$ cat config.mk
export PLATFORM = sky130hd
export DESIGN_NAME = pc_ir_unit
export DESIGN_NICKNAME = d
export VERILOG_FILES = /design/src/rtl/pc_ir_unit_pkg.sv /design/src/rtl/pc_ir_unit_fetch_timer.sv /design/src/rtl/pc_ir_unit.sv
export SDC_FILE = /design/constraint.sdc
export NUM_CORES = 1
export LEC_CHECK = 0
export CAP_MARGIN = 20
export CORE_ASPECT_RATIO = 1.4
export CORE_MARGIN = 5
export CORE_UTILIZATION = 35
export DETAILED_ROUTE_END_ITERATION = 8
export HOLD_SLACK_MARGIN = 0.02
export PLACE_DENSITY_LB_ADDON = 0.2
export SYNTH_ARGS = -nofsm -noshare
export SYNTH_HDL_FRONTEND = slang
export SYNTH_SLANG_ARGS = --single-unit
$ cat constraint.sdc
create_clock -name CLK -period 2.01 [get_ports CLK]
set_input_delay 0.402 -clock CLK [delete_from_list [all_inputs] [get_ports CLK]]
set_output_delay 0.402 -clock CLK [all_outputs]
set_load 0.01 [all_outputs]
$ cat src/rtl/pc_ir_unit_pkg.sv
// Shared definitions for the PC/IR fetch stage: FSM state encoding and the
// opcode field layout/values also decoded by the multicycle control unit.
package pc_ir_pkg;

    typedef enum logic [1:0] {
        ST_IDLE  = 2'd0,
        ST_REQ   = 2'd1,
        ST_LATCH = 2'd2,
        ST_FAULT = 2'd3
    } state_e;

    localparam int OP_W   = 4;
    localparam int OP_MSB = 15;

    localparam logic [OP_W-1:0] OP_ADD  = 4'b0000;
    localparam logic [OP_W-1:0] OP_SUB  = 4'b0001;
    localparam logic [OP_W-1:0] OP_XOR  = 4'b0010;
    localparam logic [OP_W-1:0] OP_OR   = 4'b0011;
    localparam logic [OP_W-1:0] OP_AND  = 4'b0100;
    localparam logic [OP_W-1:0] OP_TST  = 4'b0101;
    localparam logic [OP_W-1:0] OP_LW   = 4'b0110;
    localparam logic [OP_W-1:0] OP_SW   = 4'b0111;
    localparam logic [OP_W-1:0] OP_BEQ  = 4'b1000;
    localparam logic [OP_W-1:0] OP_BGE  = 4'b1001;
    localparam logic [OP_W-1:0] OP_BLT  = 4'b1010;
    localparam logic [OP_W-1:0] OP_JALR = 4'b1011;
    localparam logic [OP_W-1:0] OP_ADDI = 4'b1100;
    localparam logic [OP_W-1:0] OP_SRLI = 4'b1101;
    localparam logic [OP_W-1:0] OP_SLLI = 4'b1110;
    localparam logic [OP_W-1:0] OP_LUI  = 4'b1111;

endpackage

$ cat src/rtl/pc_ir_unit_fetch_timer.sv
// Clearable saturating cycle counter; expired_o flags the last permitted
// REQ cycle so the FSM can fault on that edge if no ack arrives.
module fetch_timer #(
    parameter int TIMEOUT = 255
) (
    input  logic CLK,
    input  logic Reset,
    input  logic clear_i,
    input  logic en_i,
    output logic expired_o
);

    localparam int TW = $clog2(TIMEOUT + 1);
    localparam logic [TW-1:0] SAT  = TW'(TIMEOUT);
    localparam logic [TW-1:0] LAST = TW'(TIMEOUT - 1);

    logic [TW-1:0] count_q, count_d;

    always_comb begin
        count_d = count_q;
        if (clear_i) begin
            count_d = '0;
        end else if (en_i && (count_q != SAT)) begin
            count_d = count_q + 1'b1;
        end
    end

    always_ff @(posedge CLK or posedge Reset) begin
        if (Reset) begin
            count_q <= '0;
        end else begin
            count_q <= count_d;
        end
    end

    assign expired_o = (count_q == LAST);

endmodule

$ cat src/rtl/pc_ir_unit.sv
// PC and instruction-register fetch stage with req/ack memory handshake and
// sticky timeout fault. Optional retired-fetch counter: PC_IR_INSTR_COUNT_EN.
module pc_ir_unit
    import pc_ir_pkg::*;
#(
    parameter int          ADDR_W   = 16,
    parameter int          INSTR_W  = 16,
    parameter int unsigned RESET_PC = 0,
    parameter int          TIMEOUT  = 255
) (
    input  logic               CLK,
    input  logic               Reset,
    input  logic               IRWrite,
    input  logic               PCWriteEnable,
    input  logic               PCSource,
    input  logic [ADDR_W-1:0]  pc_alu,
    input  logic [ADDR_W-1:0]  pc_target,
    output logic               imem_req,
    output logic [ADDR_W-1:0]  imem_addr,
    input  logic               imem_ack,
    input  logic [INSTR_W-1:0] imem_rdata,
    output logic [INSTR_W-1:0] ir,
    output logic [OP_W-1:0]    op,
    output logic [ADDR_W-1:0]  pc,
    output logic               fetch_busy,
    output logic               fetch_done,
    output logic               fault,
    output logic [1:0]         dbg_state
`ifdef PC_IR_INSTR_COUNT_EN
    ,
    output logic [31:0]        instr_count
`endif
);

    // Handshake: imem_req stays high with imem_addr stable until the first
    // edge where imem_ack is seen in REQ; acks in any other state are dropped.

    localparam logic [ADDR_W-1:0] PC_RST = ADDR_W'(RESET_PC);

    state_e             state_q, state_d;
    logic [ADDR_W-1:0]  pc_q, pc_d;
    logic [ADDR_W-1:0]  addr_q, addr_d;
    logic [INSTR_W-1:0] ir_q, ir_d;
    logic               tmr_expired;

    always_comb begin
        state_d = state_q;
        case (state_q)
            ST_IDLE:  if (IRWrite) state_d = ST_REQ;
            ST_REQ: begin
                if (imem_ack) begin
                    state_d = ST_LATCH;
                end else if (tmr_expired) begin
                    state_d = ST_FAULT;
                end
            end
            ST_LATCH: state_d = ST_IDLE;
            ST_FAULT: state_d = ST_FAULT;
            default:  state_d = ST_IDLE;
        endcase
    end

    always_comb begin
        addr_d = addr_q;
        ir_d   = ir_q;
        pc_d   = pc_q;
        // Address is frozen at fetch start so PC writes cannot disturb REQ.
        if (state_q == ST_IDLE && IRWrite) addr_d = pc_q;
        if (state_q == ST_REQ && imem_ack) ir_d = imem_rdata;
        if (PCWriteEnable) pc_d = PCSource ? pc_target : pc_alu;
    end

    always_ff @(posedge CLK or posedge Reset) begin
        if (Reset) begin
            state_q <= ST_IDLE;
            pc_q    <= PC_RST;
            addr_q  <= PC_RST;
            ir_q    <= '0;
        end else begin
            state_q <= state_d;
            pc_q    <= pc_d;
            addr_q  <= addr_d;
            ir_q    <= ir_d;
        end
    end

    fetch_timer #(
        .TIMEOUT (TIMEOUT)
    ) u_timer (
        .CLK       (CLK),
        .Reset     (Reset),
        .clear_i   (state_q != ST_REQ),
        .en_i      (state_q == ST_REQ),
        .expired_o (tmr_expired)
    );

    assign imem_req   = (state_q == ST_REQ);
    assign imem_addr  = addr_q;
    assign ir         = ir_q;
    assign op         = ir_q[INSTR_W-1 -: OP_W];
    assign pc         = pc_q;
    assign fetch_busy = (state_q == ST_REQ) || (state_q == ST_LATCH);
    assign fetch_done = (state_q == ST_LATCH);
    assign fault      = (state_q == ST_FAULT);
    assign dbg_state  = state_q;

`ifdef PC_IR_INSTR_COUNT_EN
    logic [31:0] cnt_q, cnt_d;

    always_comb begin
        cnt_d = cnt_q;
        if (state_q == ST_LATCH) cnt_d = cnt_q + 32'd1;
    end

    always_ff @(posedge CLK or posedge Reset) begin
        if (Reset) begin
            cnt_q <= '0;
        end else begin
            cnt_q <= cnt_d;
        end
    end

    assign instr_count = cnt_q;
`endif

endmodule
After elaboration in Yosys (flattened, before gate mapping)
Cells that the tools add are included.
{"block": "classes", "addsub": 1, "n_eq_ne": 8, "n_reduce_logical": 7, "mux": 7}
{"cell": "$mux 16", "n": 1}
{"cell": "$mux 8", "n": 2}
{"cell": "$add 8x1->8 const B", "n": 1}
{"cell": "$eq 8x8->1 const B", "n": 1}
{"cell": "$ne 8x8->1 const B", "n": 1}
{"cell": "$pmux 2 s4", "n": 1}
{"cell": "$mux 2", "n": 3}
{"cell": "$eq 2x2->1 const B", "n": 2}
{"cell": "$logic_and 1x1->1", "n": 3}
{"cell": "$ne 3x3->1 const B", "n": 1}
{"cell": "$eq 2x1->1 const B", "n": 1}
{"cell": "$logic_not 2->1", "n": 1}
{"cell": "$ne 2x1->1 const B", "n": 1}
{"cell": "$ne 2x2->1 const B", "n": 1}
{"cell": "$reduce_and 2->1", "n": 1}
{"cell": "$reduce_bool 2->1", "n": 1}
{"cell": "$logic_or 1x1->1", "n": 1}
{"block": "totals", "word_cells": 28, "input_bits": 54, "out_inout_bits": 58, "reg_bits": 58}

Longest topological paths before layout
{"block": "logic_depth", "depth_word": 4, "mapped_depth": 5, "mapped_depth_nobuf": 5}

By module
A second synthesis with hierarchy kept.
{"block": "hier_totals", "hier_cells": 215, "hier_area_um2": 2658.8}
{"module": "pc_ir_unit", "n_inst": 1, "seq_area_each_um2": 1251.2, "cells_per_inst": 160, "area_each_um2": 2134.5}
{"module": "fetch_timer", "n_inst": 1, "seq_area_each_um2": 200.2, "cells_per_inst": 55, "area_each_um2": 524.3}

Least setup slack after synthesis
No wires, ideal clock.
{"block": "synth_path", "path_kind": "register -> register", "from": "register state_q[1], in the netlist dbg_state[1]", "to": "register ir_q[0], in the netlist ir[0]", "arrival_time_ns": 1.559, "path_slack_ns": 0.326, "stages_incl_launch_ff": 6, "setup_ns": 0.125, "period_less_slack_ns": 1.684, "required_time_ns": 1.885, "n_path_buf": 1, "path_cell_list": "dfrtp_1 inv_1 ha_1 nand2_1 buf_2 mux2_2"}
{"block": "synth_between", "elab_chain_cells": 2}
{"element": "start, declared", "line_no": "pc_ir_unit.sv:40", "text": "state_e state_q, state_d;"}
{"element": "start signal, assigned", "line_no": "pc_ir_unit.sv:80", "text": "state_q <= state_d;"}
{"element": "$eq 2x1->1"}
{"element": "net imem_req", "line_no": "pc_ir_unit.sv:18", "text": "output logic imem_req,"}
{"element": "$logic_and 1x1->1", "line_no": "pc_ir_unit.sv:69", "text": "if (state_q == ST_REQ && imem_ack) ir_d = imem_rdata;"}
{"element": "end signal, assigned", "line_no": "pc_ir_unit.sv:83", "text": "ir_q <= ir_d;"}
{"element": "end, declared", "line_no": "pc_ir_unit.sv:43", "text": "logic [INSTR_W-1:0] ir_q, ir_d;"}
The timed path passes the listed nets, and every way through them passes these cells.
A chain may end at the register's enable or synchronous reset.

Worst setup path in the final report
{"block": "layout_path", "from": "register state_q[0], in the netlist dbg_state[0]", "to": "output fetch_done"}
{"block": "layout_between", "elab_chain_cells": 1}
{"element": "$eq 2x2->1", "line_no": "pc_ir_unit.sv:103", "text": "assign fetch_done = (state_q == ST_LATCH);"}
{"element": "end, declared", "line_no": "pc_ir_unit.sv:26", "text": "output logic fetch_done,"}
No other way between the ends.

==> results.tsv <==
stage	metric	value	unit
yosys	cell type with the largest total area after synthesis	dfrtp_1	
timing	skew final	0.00821	ns
yosys	Synth Register Bits	58	
timing	Slew HR	78.8	%
setup_path	WP buf/inv	2	
setup_path	WP data required	1.61	ns
grt	antenna violations before repair	0	
die	total die area	9230	sq um
yosys	Netlist Area Pre-Place	2580	sq um
layout	nets	383	
yosys	EDFF count, synth	0	
placement	PortBufs	111	
route	DR iter-0 viols	55	
outcome	run status	finished clean	
clock_network	Num CTS Buffers	9	
grt	total grt overflow	0	
yosys	Syn Nets	265	
clock_network	htree depth	3	
setup_path	Crit path max-delay family	buffers and inverters	
setup_path	R2R Setup Slk	0.30	ns
route	vias per cell	4.66	
die	Die Width	82.6	um
setup_path	max incr delay on CP	0.53	ns
layout	area grow syn2layout	56.0	%
timing	Hold WS	0.464	ns
yosys	Post-Syn Instances	204	
grt	Total GRT Usage	13.8	%
timing	count of final hold-check violations	0	
placement	Placed Cells	406	
power_and_ir_drop	peak supply drop	0.000523	V
route	DRT antenna net count	0	
placement	placed wire-length estimate	4.37	mm
yosys	yosys warns	0	
die	Initial Util	35.6	%
clock_network	TritonCTS clock tree	built	
job	number of max-cap violations	0	
setup_path	CP Launch Type	register	
timing	Worst-Margin Slew	0.318	ns
setup_path	FF-to-FF Start	dbg_state[0]$_DFFE_PP0P_	
grt	global-route wire length before repair	9.76	mm
yosys	main combinational cell family by area after synthesis	multiplexers	
die	core area	7270	sq um
timing	fmax	522	MHz
power_and_ir_drop	pwr/cell area	1240	nW/um^2
clock_network	Clock Root Buffer	clkbuf_8	
clock_network	Clk Latency, worst-skew pair	0.33	ns
yosys	Synth Area in XOR/XNOR	0.339	%
layout	most common cell after layout, fill and taps aside	clkdlybuf4s50_1	
timing	max-slew violations	0	
die	Core Rows	37	
power_and_ir_drop	P_leak	1.74	nW
yosys	area share of fa/ha/maj cells after synthesis	3.39	%
clock_network	clock buffer depth	2	
setup_path	CP Capture Type	output pin	
route	WL/cell	14.0	um
timing	Setup Viol. Count Final	0	
die	I/O pin cnt	112	
yosys	Synth Area in Compound Gates	7.65	%
timing	unrepaired setup endpoints after global routing	no	
layout	share of layout cells above drive strength 1	19.0	%
clock_network	TritonCTS sink count	58	
layout	Layout Cells excl Fill	424	
yosys	distinct cell type count after synthesis	35	
layout	antenna cells	0	
setup_path	worst r2r path cells	6	
route	final WL	5.94	mm
setup_path	worst setup path category	register to output pin	
timing	Tmin final	1.92	ns
route	Remaining DRCs	0	
setup_path	critical path's slowest cell	clkdlybuf4s50_1	
setup_path	CP arrival	1.51	ns
timing	Tcrit/Tclk final	95.4	%
min_path	Hold Crit Class	primary input to async pin	
yosys	mux cell area share after synthesis	20.5	%
route	drt first pass iters	4	
die	Die H	112	um
yosys	Yosys top cell area share	56.1	%
yosys	Main synth FF type	dfrtp_1	
grt	largest net degree at the start of global routing	59	
route	routed vias	1974	
clock_network	clock slew at reported path FFs	0.06	ns
yosys	synth top area cells	dfrtp_1 (56%), mux2_2 (14%), mux2i_1 (6.6%), ha_1 (3.4%), a21oi_1 (3.3%)	
layout	most frequent cells in the layout	clkdlybuf4s50_1 (108), dfrtp_1 (58), mux2_2 (32)	
placement	GPL Wtd Cong	0.732	
setup_path	worst reg2reg endpoint	ir[5]$_DFFE_PP0P_	
setup_path	worst-path cell chain	inv_1 > ha_1 > clkdlybuf4s50_1	
grt	vias in the first global route	1996	
yosys	Seq/Total Area, Yosys	56.1	%
yosys	post-synthesis simple-gate area fraction	8.57	%
yosys	Syn Area/Cell	12.7	sq um
yosys	asr flop ratio synth	100	%
timing	setup TNS	0	ns
setup_path	Worst Path Max Fanout	4	
-- worst max path at each step --
| stage | depth (start not counted) | end | from |
|---|---|---|---|
| 2_1_floorplan | 1 | dbg_state[0]$_DFFE_PP0P_ | Reset |
| 3_3_place_gp | 3 | fetch_busy | dbg_state[0]$_DFFE_PP0P_ |
| 3_5_place_dp | 3 | fetch_busy | dbg_state[1]$_DFFE_PP0P_ |
| 4_1_cts | 3 | imem_req | dbg_state[1]$_DFFE_PP0P_ |
| 5_1_grt | 3 | fetch_done | dbg_state[0]$_DFFE_PP0P_ |
| 6_report | 3 | fetch_done | dbg_state[0]$_DFFE_PP0P_ |
-- routing by layer --
metal	track usage (%)	vias up	wire, um
met5	0	-	0
met4	5.23	0	65
met3	5.91	5	523
met2	22.6	74	3050
met1	15.7	941	2300
li1	-	954	-
-- power by group --
part / leakage [nW] / switching (W) / internal [W]
clock: 0.0965 / 0.000427 / 0.000545
sequential: 0.683 / 0.000222 / 0.00157
combinational: 0.962 / 0.000849 / 0.00138
-- flip-flops by register name (all words and copies together), names as in the netlist --
signal / count
dbg_state: 2
imem_addr: 16
pc: 16
u_timer.count_q: 8
ir: 16
-- synth_stat cells (2+ instances only) --
cell      instances
o21ai_0           4
nor3b_1           2
mux2i_1          17
a31oi_1           4
nand3_1           4
and3_1            2
clkbuf_1          3
mux2_2           32
buf_2             4
nor2_1           16
dfrtp_1          58
a21oi_1          17
buf_4             5
nand2_1           5
inv_1             5
ha_1              7
-- cell families after synthesis --
logic type,after synthesis
adders and majority gates,7
buffers and inverters,17
DFF,58
AOI/OAI and AO/OA,32
xor gates and xnor gates,1
muxes,49
and+or+nand+nor,40
-- cell type report --
| class | count | area, sq um |
|---|---|---|
| clock buffer | 14 | 173 |
| clock inverter | 2 | 10.0 |
| fill | 632 | 3240 |
| inverter | 5 | 18.8 |
| multi-input combinational | 129 | 1050 |
| sequential | 58 | 1450 |
| tap | 97 | 121 |
| timing repair buffer | 119 | 1210 |
-- worst min-delay path: stages --
cell	delay, ns
clkdlybuf4s50_1	0.43
inv_2	0.08
buf_12	0.27
-- metrics by stage --
step | setup WS, ns | total power, W | instance area [sq um] | util (%)
6_report | 0.0930 | 0.00500 | 4030 | 55.5
2_1_floorplan | 0.180 | 0.00284 | 2580 | -
3_3_place_gp | 0.305 | 0.00404 | 3830 | 52.7
3_5_place_dp | 0.272 | 0.00408 | 3830 | 52.7
5_1_grt | 0.00848 | 0.00534 | 4030 | 55.5
4_1_cts | 0.00559 | 0.00510 | 4030 | 55.4
-- timing repair --
action                     4_1_cts  5_1_grt
setup endpoints to repair        3        2
buffers inserted                 2        0
hold buffers                     0        0
gates resized for setup          1        3
No activity file was read; power rests on OpenSTA's default activity.
